==> src/rtl/space_invaders_pkg.sv <==
// Shared constants and debounce FSM state encoding for the space-invaders board logic.
// Used by button_debouncer and debounce_channel (optional feature macro: AUTOREPEAT_EN).
`timescale 1ns/1ps
package space_invaders_pkg;

    localparam int unsigned DEBOUNCE_CYCLES_DEFAULT = 360000;    // 10 ms @ 36 MHz
    localparam int unsigned REPEAT_DELAY_DEFAULT    = 10800000;  // 300 ms
    localparam int unsigned REPEAT_PERIOD_DEFAULT   = 3600000;   // 100 ms

    typedef enum logic [1:0] {
        IDLE         = 2'd0,
        PRESS_WAIT   = 2'd1,
        HELD         = 2'd2,
        RELEASE_WAIT = 2'd3
    } deb_state_t;

    // One counter width covers debounce and both repeat intervals.
    function automatic int unsigned deb_cnt_width(input int unsigned a,
                                                  input int unsigned b,
                                                  input int unsigned c);
        int unsigned m;
        m = a;
        if (b > m) m = b;
        if (c > m) m = c;
        return $clog2(m + 1);
    endfunction

endpackage

==> src/rtl/debounce_channel.sv <==
// One debounce channel: 2-flop synchroniser, press/release FSM and registered pulse.
// Repeat counter is built only when REPEAT_ON=1 and AUTOREPEAT_EN is defined.
`timescale 1ns/1ps
module debounce_channel
    import space_invaders_pkg::*;
#(
    parameter int unsigned DEBOUNCE_CYCLES = DEBOUNCE_CYCLES_DEFAULT,
    parameter int unsigned REPEAT_DELAY    = REPEAT_DELAY_DEFAULT,
    parameter int unsigned REPEAT_PERIOD   = REPEAT_PERIOD_DEFAULT,
    parameter bit          BTN_ACTIVE      = 1'b1,
    parameter bit          REPEAT_ON       = 1'b0
)(
    input  logic clk_36MHz,
    input  logic reset,
    input  logic i_raw,
    output logic o_pulse
);

    // state        | meaning
    // IDLE         | button released and stable
    // PRESS_WAIT   | pressed, counting stable samples before accepting
    // HELD         | press accepted; optional repeat timing runs here
    // RELEASE_WAIT | released, counting stable samples before returning to IDLE

    localparam int unsigned CNT_W = deb_cnt_width(DEBOUNCE_CYCLES, REPEAT_DELAY, REPEAT_PERIOD);
    localparam logic [CNT_W-1:0] DEB_LAST = CNT_W'(DEBOUNCE_CYCLES - 1);

    logic             r_sync1;
    logic             r_sync2;
    deb_state_t       r_state;
    logic [CNT_W-1:0] r_cnt;
    logic             r_pulse;

    logic             w_s;
    logic             w_rep_fire;
    deb_state_t       w_state_nxt;
    logic [CNT_W-1:0] w_cnt_nxt;
    logic             w_pulse_nxt;

    always_ff @(posedge clk_36MHz or negedge reset) begin
        if (!reset) begin
            r_sync1 <= ~BTN_ACTIVE;
            r_sync2 <= ~BTN_ACTIVE;
        end else begin
            r_sync1 <= i_raw;
            r_sync2 <= r_sync1;
        end
    end

    assign w_s = (r_sync2 == BTN_ACTIVE);

    always_ff @(posedge clk_36MHz or negedge reset) begin
        if (!reset) begin
            r_state <= IDLE;
            r_cnt   <= '0;
            r_pulse <= 1'b0;
        end else begin
            r_state <= w_state_nxt;
            r_cnt   <= w_cnt_nxt;
            r_pulse <= w_pulse_nxt;
        end
    end

    always_comb begin
        w_state_nxt = r_state;
        w_cnt_nxt   = r_cnt;
        w_pulse_nxt = 1'b0;
        case (r_state)
            IDLE: begin
                if (w_s) begin
                    w_state_nxt = PRESS_WAIT;
                    w_cnt_nxt   = '0;
                end
            end
            PRESS_WAIT: begin
                if (!w_s) begin
                    w_state_nxt = IDLE;
                end else if (r_cnt == DEB_LAST) begin
                    w_state_nxt = HELD;
                    w_pulse_nxt = 1'b1;
                end else begin
                    w_cnt_nxt = r_cnt + 1'b1;
                end
            end
            HELD: begin
                // A release seen on the same cycle as a repeat wins: no pulse.
                if (!w_s) begin
                    w_state_nxt = RELEASE_WAIT;
                    w_cnt_nxt   = '0;
                end else if (w_rep_fire) begin
                    w_pulse_nxt = 1'b1;
                end
            end
            RELEASE_WAIT: begin
                if (w_s) begin
                    w_state_nxt = HELD;
                end else if (r_cnt == DEB_LAST) begin
                    w_state_nxt = IDLE;
                end else begin
                    w_cnt_nxt = r_cnt + 1'b1;
                end
            end
            default: begin
                w_state_nxt = IDLE;
            end
        endcase
    end

    generate
        if (REPEAT_ON) begin : g_rep
`ifdef AUTOREPEAT_EN
            localparam logic [CNT_W-1:0] DELAY_LAST  = CNT_W'(REPEAT_DELAY - 1);
            localparam logic [CNT_W-1:0] PERIOD_LAST = CNT_W'(REPEAT_PERIOD - 1);

            logic [CNT_W-1:0] r_rep_cnt;
            logic             r_rep_first;
            logic             w_held_entry;

            assign w_held_entry = (r_state == PRESS_WAIT) && w_s && (r_cnt == DEB_LAST);
            assign w_rep_fire   = (r_state == HELD) && w_s &&
                                  (r_rep_cnt == (r_rep_first ? DELAY_LAST : PERIOD_LAST));

            // Frozen outside HELD so a bounce through RELEASE_WAIT resumes the interval.
            always_ff @(posedge clk_36MHz or negedge reset) begin
                if (!reset) begin
                    r_rep_cnt   <= '0;
                    r_rep_first <= 1'b1;
                end else if (w_held_entry) begin
                    r_rep_cnt   <= '0;
                    r_rep_first <= 1'b1;
                end else if ((r_state == HELD) && w_s) begin
                    if (w_rep_fire) begin
                        r_rep_cnt   <= '0;
                        r_rep_first <= 1'b0;
                    end else begin
                        r_rep_cnt <= r_rep_cnt + 1'b1;
                    end
                end
            end
`else
            assign w_rep_fire = 1'b0;
`endif
        end else begin : g_norep
            assign w_rep_fire = 1'b0;
        end
    endgenerate

    assign o_pulse = r_pulse;

endmodule

==> src/rtl/button_debouncer.sv <==
// Debounces left/right/fire buttons into single-cycle pulses with left/right exclusion
// and enable gating. Define AUTOREPEAT_EN to auto-repeat left/right while held.
`timescale 1ns/1ps
module button_debouncer
    import space_invaders_pkg::*;
#(
    parameter int unsigned DEBOUNCE_CYCLES = DEBOUNCE_CYCLES_DEFAULT,
    parameter int unsigned REPEAT_DELAY    = REPEAT_DELAY_DEFAULT,
    parameter int unsigned REPEAT_PERIOD   = REPEAT_PERIOD_DEFAULT,
    parameter bit          BTN_ACTIVE      = 1'b1
)(
    input  logic clk_36MHz,
    input  logic reset,
    input  logic enable,
    input  logic left_raw,
    input  logic right_raw,
    input  logic fire_raw,
    output logic left_debounced,
    output logic right_debounced,
    output logic fire_debounced
);

`ifdef AUTOREPEAT_EN
    localparam bit LR_REPEAT = 1'b1;
`else
    localparam bit LR_REPEAT = 1'b0;
`endif

    logic w_left_pulse;
    logic w_right_pulse;
    logic w_fire_pulse;
    logic w_lr_clash;

    debounce_channel #(
        .DEBOUNCE_CYCLES (DEBOUNCE_CYCLES),
        .REPEAT_DELAY    (REPEAT_DELAY),
        .REPEAT_PERIOD   (REPEAT_PERIOD),
        .BTN_ACTIVE      (BTN_ACTIVE),
        .REPEAT_ON       (LR_REPEAT)
    ) u_left (
        .clk_36MHz (clk_36MHz),
        .reset     (reset),
        .i_raw     (left_raw),
        .o_pulse   (w_left_pulse)
    );

    debounce_channel #(
        .DEBOUNCE_CYCLES (DEBOUNCE_CYCLES),
        .REPEAT_DELAY    (REPEAT_DELAY),
        .REPEAT_PERIOD   (REPEAT_PERIOD),
        .BTN_ACTIVE      (BTN_ACTIVE),
        .REPEAT_ON       (LR_REPEAT)
    ) u_right (
        .clk_36MHz (clk_36MHz),
        .reset     (reset),
        .i_raw     (right_raw),
        .o_pulse   (w_right_pulse)
    );

    debounce_channel #(
        .DEBOUNCE_CYCLES (DEBOUNCE_CYCLES),
        .REPEAT_DELAY    (REPEAT_DELAY),
        .REPEAT_PERIOD   (REPEAT_PERIOD),
        .BTN_ACTIVE      (BTN_ACTIVE),
        .REPEAT_ON       (1'b0)
    ) u_fire (
        .clk_36MHz (clk_36MHz),
        .reset     (reset),
        .i_raw     (fire_raw),
        .o_pulse   (w_fire_pulse)
    );

    // Opposite moves in one cycle cancel; the channels keep running regardless.
    assign w_lr_clash      = w_left_pulse & w_right_pulse;
    assign left_debounced  = enable & w_left_pulse  & ~w_lr_clash;
    assign right_debounced = enable & w_right_pulse & ~w_lr_clash;
    assign fire_debounced  = enable & w_fire_pulse;

endmodule
==> config.mk <==
export PLATFORM = sky130hd
export DESIGN_NAME = button_debouncer
export DESIGN_NICKNAME = d
export VERILOG_FILES = /design/src/rtl/space_invaders_pkg.sv /design/src/rtl/debounce_channel.sv /design/src/rtl/button_debouncer.sv
export SDC_FILE = /design/constraint.sdc
export NUM_CORES = 1
export LEC_CHECK = 0
export CAP_MARGIN = 0
export CORE_MARGIN = 3
export CORE_UTILIZATION = 40
export CTS_CLUSTER_DIAMETER = 120
export DETAILED_ROUTE_END_ITERATION = 16
export SYNTH_ARGS = -nofsm -noshare
export SYNTH_HDL_FRONTEND = slang
export SYNTH_SLANG_ARGS = --single-unit
==> constraint.sdc <==
create_clock -name clk_36MHz -period 4.45 [get_ports clk_36MHz]
set_input_delay 1.1125 -clock clk_36MHz [delete_from_list [all_inputs] [get_ports clk_36MHz]]
set_output_delay 1.1125 -clock clk_36MHz [all_outputs]
set_load 0.02 [all_outputs]
Yosys cells after proc, flatten, opt, wreduce, memory -nomap -nowiden

Index checks and enable logic that the tools add are counted.

Flip-flop bits (word level): 87
Word-level logic and storage cells: 112

Add/subtract/negate cells: 3
Equality and inequality tests: 30
Multiplexer cells: 48
Bitwise gates (word level): 7
Reductions and logical operators: 9

Operator list:

| kind                                                                     | number |
|---|---|
| 24-bit 2-to-1 mux                                                        | 15 |
| 24-bit case mux with 4 select lines                                      | 3 |
| 24-bit by 1-bit adder with 24-bit output (second input constant)         | 3 |
| 24-bit by 19-bit equality test with 1-bit output (second input constant) | 3 |
| 2-bit 2-to-1 mux                                                         | 18 |
| 2-bit case mux with 4 select lines                                       | 3 |
| 4-bit AND reduction                                                      | 6 |
| 2-bit equality test (second input constant)                              | 6 |
| 2-bit by 1-bit != test with 1-bit output (second input constant)         | 6 |
| 2-bit != test (second input constant)                                    | 6 |
| 1-bit 2-to-1 mux                                                         | 9 |
| 3-bit by 1-bit != test with 1-bit output (second input constant)         | 3 |
| 3-bit != test (second input constant)                                    | 3 |
| 1-bit AND                                                                | 6 |
| 2-bit by 1-bit equality test with 1-bit output (second input constant)   | 3 |
| 2-bit logical NOT                                                        | 3 |
| 1-bit NOT                                                                | 1 |

Logic depth before layout (Yosys ltp)

Gate-level depths: netlist of the first run.

Depth in word-level cells: 4
Gate-level depth with buffers: 7
Mapped depth without buffers: 6

Hierarchy

A second synthesis of the first run with hierarchy kept.

Cells, all modules: 565
Area total of the unflattened synthesis: 5058.6 um2

Modules (own cells, without submodules):

| module                        | instances | cells each | area each (um2) | seq. area each (um2) |
|---|---|---|---|---|
| debounce_channel (u_fire ...) | 2         | 190        | 1712.9          | 725.7 |
| debounce_channel (u_right)    | 1         | 182        | 1609.0          | 725.7 |
| button_debouncer              | 1         | 3          | 23.8            | 0.0 |

Least setup slack after synthesis of the first run

OpenSTA, ideal clock, no wires.

Path type: input to output
Start point: in enable
End point: out left_debounced
Data arrival time: 1.426 ns
Required time: 3.338 ns
Setup slack: 1.912 ns
Stages on the path: 2
Path buffers: 0
Path through: nand2_1 -> nor2_1

Longest elaborated chain between the ends: 2

Ends and longest elaborated chain:

| what                    | RTL line               | text |
|---|---|---|
| start: declaration      | button_debouncer.sv:14 | `input logic enable,` |
| 1-bit AND (2 in series) | button_debouncer.sv:75 | `assign left_debounced = enable & w_left_pulse & ~w_lr_clash;` |
| end: declaration        | button_debouncer.sv:18 | `output logic left_debounced,` |

No other way between the ends.

Final worst setup path of the first run

Start point: in enable
End point: out right_debounced

Longest elaborated chain between the ends: 2

Ends and longest elaborated chain:

| what                    | RTL line               | text |
|---|---|---|
| 1-bit AND (2 in series) | button_debouncer.sv:76 | `assign right_debounced = enable & w_right_pulse & ~w_lr_clash;` |
| end: declaration        | button_debouncer.sv:19 | `output logic right_debounced,` |

No other way between the ends.

==> results of run 1 <==
routing by layer:
metal,track usage,vias up,part of all wire
met5,0,-,0
met4,0.07579,0,0.021
met3,0.03133,12,0.031
met2,0.2409,68,0.44
met1,0.2296,1839,0.51
li1,-,1885,-
cells in the mapped netlist, types with 3 or more instances:
cell      count
or4_1        11
nand2_1      49
o21ai_1       3
inv_1        10
a21oi_1      12
o31ai_1       9
o211ai_1      6
a211o_1       3
ha_1          3
and2_1        5
nor3_1       12
nand3_1      38
a31oi_1       4
nand4_1      17
and3_1       11
a21o_1        4
mux2_1        8
nand2b_1      6
o41ai_1       3
clkbuf_1     15
dfrtp_1      87
mux2i_1       9
nand3b_1      4
and4_1        6
nor4_1       11
nor2_1       47
a22o_1       33
mux2_2        7
xnor2_1      11
o21ai_0       8
xor2_1       14
per-stage QoR:
| stage | cell area (µm²) | cells | power, mW |
|---|---|---|---|
| 4_1_cts | 5348 | 652 | 1.777 |
| 3_3_place_gp | 5036 | 636 | 0.9752 |
| 3_5_place_dp | 5036 | 636 | 0.9793 |
| 5_1_grt | 5348 | 652 | 1.824 |
| 6_report | 5348 | 652 | 1.755 |
| 2_1_floorplan | 4820 | 501 | 0.9335 |
layout make-up:
cell class,count,area (µm²),area share
Inverter,11,41.29,0.007721
Clock inverter,2,37.54,0.007019
Timing Repair Buffer,12,107.6,0.02012
Clock buffer,14,274.0,0.05124
Multi-Input combinational cell,383,2531,0.4733
Tap cell,143,178.9,0.03346
Sequential cell,87,2177,0.4071
cell families after synthesis:
family,Yosys count,share of synthesized area
AOI/OAI and AO/OA,96,0.1498
adders and majority gates,3,0.007789
and+or+nand+nor,234,0.2622
DFF,87,0.4517
muxes,25,0.05686
buffers and inverters,31,0.02622
xor gates and xnor gates,25,0.04543
report_power, final:
| group | switching [mW] | total (mW) | internal, mW |
|---|---|---|---|
| registers | 0.0472 | 0.864 | 0.817 |
| clock network | 0.310 | 0.792 | 0.482 |
| logic | 0.0564 | 0.0991 | 0.0427 |
| total | 0.414 | 1.76 | 1.34 |
worst max-delay path by stage:
stage,startpoint,to,slack (ns)
finish,enable,right_debounced,0.99
detailed placement,enable,right_debounced,0.98
floorplan,enable,left_debounced,1.91
CTS,enable,right_debounced,0.98
global placement,enable,right_debounced,0.99
global route,enable,left_debounced,0.94
==> run_results.csv, run 1 <==
group,metric,value,unit
timing,tightest_slew,1.087,ns
synthesis,synth_edf_count,0,
floorplan,die_area,13400,µm²
setup_path,cp.depth,3,
clock_tree,clockBufferDepth,2,
worst_hold_path,worstHoldStart,"u_fire.r_sync1",
global_routing,globalRouteTotalUtil,0.1624,
synthesis,synthTopCellsByArea,"dfrtp_1, a22o_1, nand3_1",
clock_tree,clock_latency,0.35,ns
run,drv_cap,0,
setup_path,crit_top_cell,"clkdlybuf4s50_1",
synthesis,synthesis.area,4820,µm²
global_routing,antenna_found_initial,0,
setup_path,start_kind,"input pin",
synthesis,synth-main-ff-cell,"dfrtp_1",
synthesis,syn-mean-instance-area,9.620,µm²
outcome,status,"complete, no violations",
setup_path,rr_endpoint,"u_right.r_cnt[0]",
synthesis,synth_warnings,0,
global_routing,grt_pass1_wl,17510,µm
clock_tree,path_clk_slew,0.07,ns
timing,fin_crit_sh,0.7784,
synthesis,syn_inst,501,
drt,wire_per_inst,15.36,µm
synthesis,synth_top_area_frac,0.4517,
setup_path,reg2reg_slack,1.83,ns
clock_tree,post-cts-setup-buffer-count,0,
worst_hold_path,min_to,"u_fire.r_sync2",
layout,nNetsFinal,513,
layout,drive_above_1_share,0.06680,
setup_path,crit_family,"buffers and inverters",
worst_hold_path,min_path_type,"reg2reg",
synthesis,postSynth.asyncResetShare,1.000,
worst_hold_path,hold-path-cell-count,0,
clock_tree,cts_hold_buf,0,
global_routing,grt_pass1_vias,3574,
timing,final-hold-violation-count,0,
timing,max_freq,288.7,MHz
timing,fin_crit,3.464,ns
synthesis,yosys.cell_types.count,57,
placement,place_ws,0.9785,ns
placement,gp_routability_congestion,0.8088,
synthesis,ys_seq_area_frac,0.4517,
layout,fillers,1082,
clock_tree,cts_tree,"done",
clock_tree,cts_resized,0,
drt,drcViolationCount,0,
synthesis,ys_ff_latch,87,
timing,setup_tns,0,ns
setup_path,path_max_fanout,3,
setup_path,r2r_cells,5,
drt,wirelength,10020,µm
timing,drv_slew,0,
clock_tree,cts-root-buf,"clkbuf_16",
layout,syn_to_final_growth,10.96,%
setup_path,cp.required,3.34,ns
timing,relSlewSlack,0.2732,
timing,rsz0062_at_grt,"no",
global_routing,grt-ovfl-total,0,
setup_path,crit_buf_inv,2,
floorplan,fp.dieH,115.8,µm
clock_tree,clock_sinks,87,
floorplan,core,11610,µm²
pwr,powerDensity,328.2,nW/µm²
drt,vias,3804,
floorplan,row_count,39,
timing,whs,0.3392,ns
pwr,leakage,2.288,nW
layout,diodes,0,
placement,port_buffers,8,
timing,skew,0.009154,ns
layout,mostFrequentLayoutCells,"dfrtp_1, nand2_1, nor2_1",
setup_path,crit_arrival,2.35,ns
floorplan,boundaryPins,9,
setup_path,critPathSlowestCell,"clkdlybuf4s50_1",
clock_tree,cts_inserted_buffers,9,
layout,fin_util,0.4605,
setup_path,worstSetupPathType,"in2out",
drt,first_pass_iters,5,
drt,antenna_left,0,
drt,drt-initial-drc-count,297,
setup_path,setup.worst_path.end_class,"output pin",
synthesis,syn-num-nets,510,
setup_path,r2r_start,"u_right.r_cnt[17]",
drt,viasPerCell,5.834,
clock_tree,htree_levels,3,
setup_path,slowest_delay,0.60,ns
timing,finalWorstSetupSlack,0.9862,ns
pwr,ir_drop,0.1700,mV
placement,dpl.hpwl,6393,µm
global_routing,grt_max_degree,79,
synthesis,synth_top_area_cell,"dfrtp_1",
timing,setup_viol,0,
setup_path,cp_cell_sequence,"clkdlybuf4s50_1 > and3b_1 > clkdlybuf4s50_1",
floorplan,die_w,115.8,µm
layout,reg.largest.list,"u_fire.r_cnt: 24 flops, u_left.r_cnt: 24 flops, u_right.r_cnt: 24 flops",
floorplan,initial_core_util,0.4150,
layout,layout_commonest_cell,"dfrtp_1",
No activity file was read; power rests on OpenSTA's default activity.
==> run 2, diff against run 1 <==
==> constraint.sdc (replaced) <==
create_clock -name clk_36MHz -period 3.5 [get_ports clk_36MHz]
set_input_delay 0.875 -clock clk_36MHz [delete_from_list [all_inputs] [get_ports clk_36MHz]]
set_output_delay 0.875 -clock clk_36MHz [all_outputs]
set_load 0.02 [all_outputs]
==> run 2 against run 1 <==
Sequential share of layout area grew 0.24 points. Worst setup slack worse by 0.47 ns. Register-to-register slack got worse by 0.80 ns. Combinational power is 29% higher. Global-route usage fell by 0.17 points. Final cell count increased by 0.15%. Count of clock-buffer cells in the layout is 3 lower. Clock power grew 9.7%. Design area shrank 0.58%. Largest cell class unchanged.
==> run_results.csv, run 2 (synthesized netlist as in run 1, its figures left out) <==
group,metric,value,unit
floorplan,die_area,13400,µm²
layout,nNetsFinal,515,
pwr,comb_power_share,0.061,
pwr,switching_share,0.2426,
floorplan,fp.dieH,115.8,µm
layout,fillers,1104,
clock_tree,cts_resized,0,
drt,wirelength,9817,µm
drt,met3WireLength,210,µm
clock_tree,clockBufferDepth,2,
pwr,internal-power,1.586,mW
setup_path,setup.worst_path.end_class,"output pin",
outcome,status,"complete, no violations",
placement,port_buffers,8,
placement,gp_routability_congestion,0.8208,
drt,first_pass_iters,4,
global_routing,grt_pass1_vias,3506,
timing,setup_viol,0,
global_routing,globalRouteTotalUtil,0.1607,
timing,drv_slew,0,
clock_tree,path_clk_slew,0.06,ns
drt,wl_met1,4961,µm
global_routing,grt_max_degree,49,
layout,drive_above_1_share,0.07059,
placement,dp.cells,638,
drt,drt-initial-drc-count,264,
clock_tree,htree_levels,3,
timing,setup_tns,0,ns
placement,dpl.hpwl,6481,µm
clock_tree,clock_sinks,87,
global_routing,antenna_found_initial,0,
global_routing,grt_pass1_wl,17220,µm
setup_path,worstSetupPathType,"in2out",
pwr,pwr-share-seq,0.524,
pwr,power.switching,0.5082,mW
drt,highest_layer,"met4",
layout,layout_commonest_cell,"dfrtp_1",
drt,drcViolationCount,0,
setup_path,path_max_fanout,3,
setup_path,critPathSlowestCell,"clkdlybuf4s50_1",
clock_tree,cts_tree,"done",
floorplan,initial_core_util,0.4150,
drt,vias,3800,
placement,place_ws,0.5030,ns
clock_tree,cts-root-buf,"clkbuf_16",
floorplan,row_count,39,
timing,fin_crit_sh,0.8539,
drt,route.met2.wl,4453,µm
worst_hold_path,min_path_type,"reg2reg",
setup_path,crit_buf_inv,2,
layout,multi_input_area,2531,µm²
layout,register_area,2177,µm²
clock_tree,clock_latency,0.34,ns
run,drv_cap,0,
pwr,powerDensity,393.9,nW/µm²
drt,antenna_left,0,
timing,finalWorstSetupSlack,0.5114,ns
drt,viasPerCell,5.819,
layout,reg.largest.list,"u_fire.r_cnt: 24 flops, u_left.r_cnt: 24 flops, u_right.r_cnt: 24 flops",
clock_tree,cts_hold_buf,0,
pwr,clkPwrFrac,0.415,
timing,tightest_slew,1.066,ns
timing,skew,0.007093,ns
setup_path,cp.required,2.62,ns
drt,wire_per_inst,15.03,µm
layout,mostFrequentLayoutCells,"dfrtp_1, nand2_1, nor2_1",
setup_path,crit_family,"buffers and inverters",
setup_path,crit_arrival,2.11,ns
pwr,leakage,2.280,nW
timing,final-hold-violation-count,0,
layout,finalNonFillerCells,653,
timing,rsz0062_at_grt,"no",
setup_path,slowest_delay,0.59,ns
setup_path,start_kind,"input pin",
timing,fin_crit,2.989,ns
floorplan,die_w,115.8,µm
timing,relSlewSlack,0.2892,
layout,syn_to_final_growth,10.31,%
floorplan,boundaryPins,9,
setup_path,crit_top_cell,"clkdlybuf4s50_1",
clock_tree,cts_inserted_buffers,9,
pwr,ir_drop,0.2243,mV
layout,diodes,0,
setup_path,cp_cell_sequence,"clkdlybuf4s50_1 > and3b_1 > clkdlybuf4s50_1",
clock_tree,post-cts-setup-buffer-count,0,
global_routing,grt-ovfl-total,0,
floorplan,core,11610,µm²
timing,max_freq,334.6,MHz
run 2: cell count changes in the layout (fill, tap and decap cells not counted):
cell / before / now
clkbuf_1: 2 / 1
buf_4: 5 / 7
bufinv_16: 1 / 0
clkbuf_8: 3 / 1
clkinv_2: 0 / 3
run 2: worst reg2reg max path: stages (launching register included):
cell and delay (ns):
dfrtp_1 0.42, or4_1 0.51, or3_4 0.35, nor4_4 0.46, buf_4 0.24, nand2_4 0.06, mux2_4 0.32
run 2: final cells by class:
| type | count | area share |
|---|---|---|
| clock buffers | 11 | 0.04566 |
| clock inverters | 4 | 0.004236 |
| flip-flops and latches | 87 | 0.4095 |
| inverters | 11 | 0.007767 |
| well taps | 143 | 0.03366 |
| multi-input cells | 383 | 0.4761 |
| repair buffers | 14 | 0.02306 |
run 2: layer usage:
metal	vias up	global-route usage
met5	-	0
met4	0	0.07347
met3	14	0.02715
met2	39	0.2397
met1	1851	0.2292
li1	1896	-
run 2: worst paths after layout:
kind                                    from           endpoint  slack [ns]  depth (start not counted)
max                                   enable    right_debounced        0.51                          3
min                          u_right.r_sync1    u_right.r_sync2        0.35                          0
max reg2reg                u_right.r_cnt[17]           register        1.03                          6
min reg2reg                  u_right.r_sync1    u_right.r_sync2        0.35                          0
max in group asynchronous              reset  u_right.r_cnt[15]        2.22                          2
min in group asynchronous              reset    u_fire.r_cnt[7]        0.55                          1
run 2: power groups by stage:
| stage | Clock, mW | Sequential, mW | Combinational (mW) |
|---|---|---|---|
| 3_5_place_dp | 0 | 1.11 | 0.130 |
| 6_report | 0.869 | 1.10 | 0.128 |
| 2_1_floorplan | 0 | 1.09 | 0.0940 |
| 3_3_place_gp | 0 | 1.11 | 0.128 |
| 4_1_cts | 0.901 | 1.10 | 0.131 |
| 5_1_grt | 0.951 | 1.11 | 0.148 |
run 2: through the flow:
step	hold WS [ns]	power, mW	util	cell area [µm²]
3_5_place_dp	0.3363	1.245	0.4349	5051
5_1_grt	0.3664	2.205	0.4578	5316
2_1_floorplan	0.3312	1.187	-	4820
3_3_place_gp	0.3331	1.242	0.4349	5051
4_1_cts	0.3502	2.128	0.4578	5316
6_report	0.3478	2.094	0.4578	5316
==> run 3, diff against run 2 <==
--- a/config.mk
+++ b/config.mk
@@ -6,7 +6,7 @@
 export NUM_CORES = 1
 export LEC_CHECK = 0
 export CAP_MARGIN = 0
-export CORE_MARGIN = 3
+export CORE_MARGIN = 8
 export CORE_UTILIZATION = 40
 export CTS_CLUSTER_DIAMETER = 120
 export DETAILED_ROUTE_END_ITERATION = 16
==> run 3 against run 2 <==
Global-route usage is 2.3 points lower. Count of clock-buffer cells in the layout shrank 2. Flip-flop and latch count unchanged. Worst setup slack got worse by 0.082 ns. Wire length increased by 5.5%. Largest power group unchanged.
==> run_results.csv, run 3 (synthesized netlist as in run 1, its figures left out) <==
group,metric,value,unit
outcome,status,"complete, no violations",
timing,final-hold-violation-count,0,
clock_tree,cts_tree,"done",
layout,drive_above_1_share,0.07436,
placement,dpl.hpwl,6644,µm
setup_path,path_max_fanout,3,
layout,final_area,5360,µm²
setup_path,cp.required,2.62,ns
layout,layout_commonest_cell,"dfrtp_1",
drt,route.met2.wl,4829,µm
placement,placed_cell_area,5056,µm²
setup_path,setup.worst_path.end_class,"output pin",
pwr,powerDensity,415.1,nW/µm²
floorplan,initial_core_util,0.4046,
layout,register_area,2177,µm²
global_routing,grt_pass1_vias,3747,
pwr,ir_drop,0.1819,mV
floorplan,fp.dieH,125.8,µm
timing,skew,0.01062,ns
setup_path,reg2reg_slack,1.09,ns
setup_path,start_kind,"input pin",
timing,finalWorstSetupSlack,0.4294,ns
layout,syn_to_final_growth,11.21,%
placement,place_ws,0.4089,ns
setup_path,crit_top_cell,"clkdlybuf4s50_1",
layout,multi_input_area,2531,µm²
clock_tree,path_clk_slew,0.07,ns
clock_tree,cts_inserted_buffers,9,
setup_path,critPathSlowestCell,"clkdlybuf4s50_1",
clock_tree,htree_levels,3,
timing,fin_crit,3.071,ns
clock_tree,clockBufferDepth,2,
floorplan,die_w,125.8,µm
timing,tightest_slew,1.072,ns
layout,fillers,1121,
pwr,leakage,2.294,nW
drt,vias,3827,
drt,wirelength,10360,µm
setup_path,crit_family,"buffers and inverters",
drt,wl_met1,5043,µm
drt,antenna_left,0,
timing,whs,0.3598,ns
setup_path,worstSetupPathType,"in2out",
clock_tree,cts_resized,0,
timing,fin_crit_sh,0.8773,
drt,drcViolationCount,0,
setup_path,crit_buf_inv,2,
setup_path,cp_cell_sequence,"clkdlybuf4s50_1 > and3b_1 > clkdlybuf4s50_1",
global_routing,antenna_found_initial,0,
floorplan,row_count,40,
layout,nNetsFinal,515,
drt,viasPerCell,5.816,
timing,rsz0062_at_grt,"no",
clock_tree,cts_hold_buf,0,
placement,gp_routability_congestion,0.8214,
clock_tree,clock_latency,0.35,ns
clock_tree,post-cts-setup-buffer-count,0,
run,drv_cap,0,
floorplan,boundaryPins,9,
drt,met3WireLength,297,µm
drt,drt-initial-drc-count,325,
clock_tree,cts-root-buf,"clkbuf_16",
placement,dp.cells,642,
clock_tree,clock_sinks,87,
placement,port_buffers,8,
layout,finalNonFillerCells,658,
pwr,finalPower,2.225,mW
timing,relSlewSlack,0.2856,
drt,first_pass_iters,4,
timing,setup_viol,0,
floorplan,core,11910,µm²
layout,diodes,0,
floorplan,die_area,15820,µm²
drt,wire_per_inst,15.74,µm
worst_hold_path,min_path_type,"reg2reg",
global_routing,grt_pass1_wl,18070,µm
layout,fin_util,0.4500,
global_routing,globalRouteTotalUtil,0.1379,
layout,mostFrequentLayoutCells,"dfrtp_1, nand2_1, nor2_1",
timing,setup_tns,0,ns
timing,drv_slew,0,
timing,max_freq,325.7,MHz
global_routing,grt-ovfl-total,0,
setup_path,slowest_delay,0.63,ns
setup_path,crit_arrival,2.20,ns
layout,reg.largest.list,"u_fire.r_cnt: 24 flops, u_left.r_cnt: 24 flops, u_right.r_cnt: 24 flops",
global_routing,grt_max_degree,53,
drt,highest_layer,"met4",
## run 3: changes by cell type in the layout (fill, tap and decap cells not counted), sizes merged
cell	delta
inv	+3
clkinv	-2
bufinv	+1
clkinvlp	+1
clkbuf	-2
## run 3: path summary, 6_finish.rpt
| path | startpoint | to | depth (start not counted) |
|---|---|---|---|
| max in group asynchronous | reset | u_left.r_state[0] | 2 |
| min in group asynchronous | reset | u_left.r_cnt[4] | 1 |
| hold reg to reg | u_fire.r_sync1 | u_fire.r_sync2 | 0 |
| hold / removal | u_fire.r_sync1 | u_fire.r_sync2 | 0 |
| setup reg to reg | u_fire.r_cnt[0] | u_fire.r_cnt[3] | 6 |
| setup / recovery | enable | right_debounced | 3 |
## run 3: where the power goes
part / internal [mW] / switching (mW) / leakage, nW / total [mW]
sequential: 1.04 / 0.0612 / 1.19 / 1.10
combinational: 0.0552 / 0.0737 / 0.963 / 0.129
clock: 0.562 / 0.435 / 0.144 / 0.997
total: 1.66 / 0.570 / 2.29 / 2.22
## run 3: cell type report
class	count	share of cell area
Clock buffer	9	0.04202
Inverter	11	0.007703
Clock inverter	7	0.01471
Multi-Input combinational cell	383	0.4722
Tap cell	147	0.03431
Sequential cell	87	0.4062
Timing Repair Buffer	14	0.02288
## run 3: per-layer routing
layer  vias up  global-route usage
met5         -                   0
met4         0             0.06228
met3        13             0.02574
met2        37              0.2193
met1      1883              0.1792
li1       1894                   -
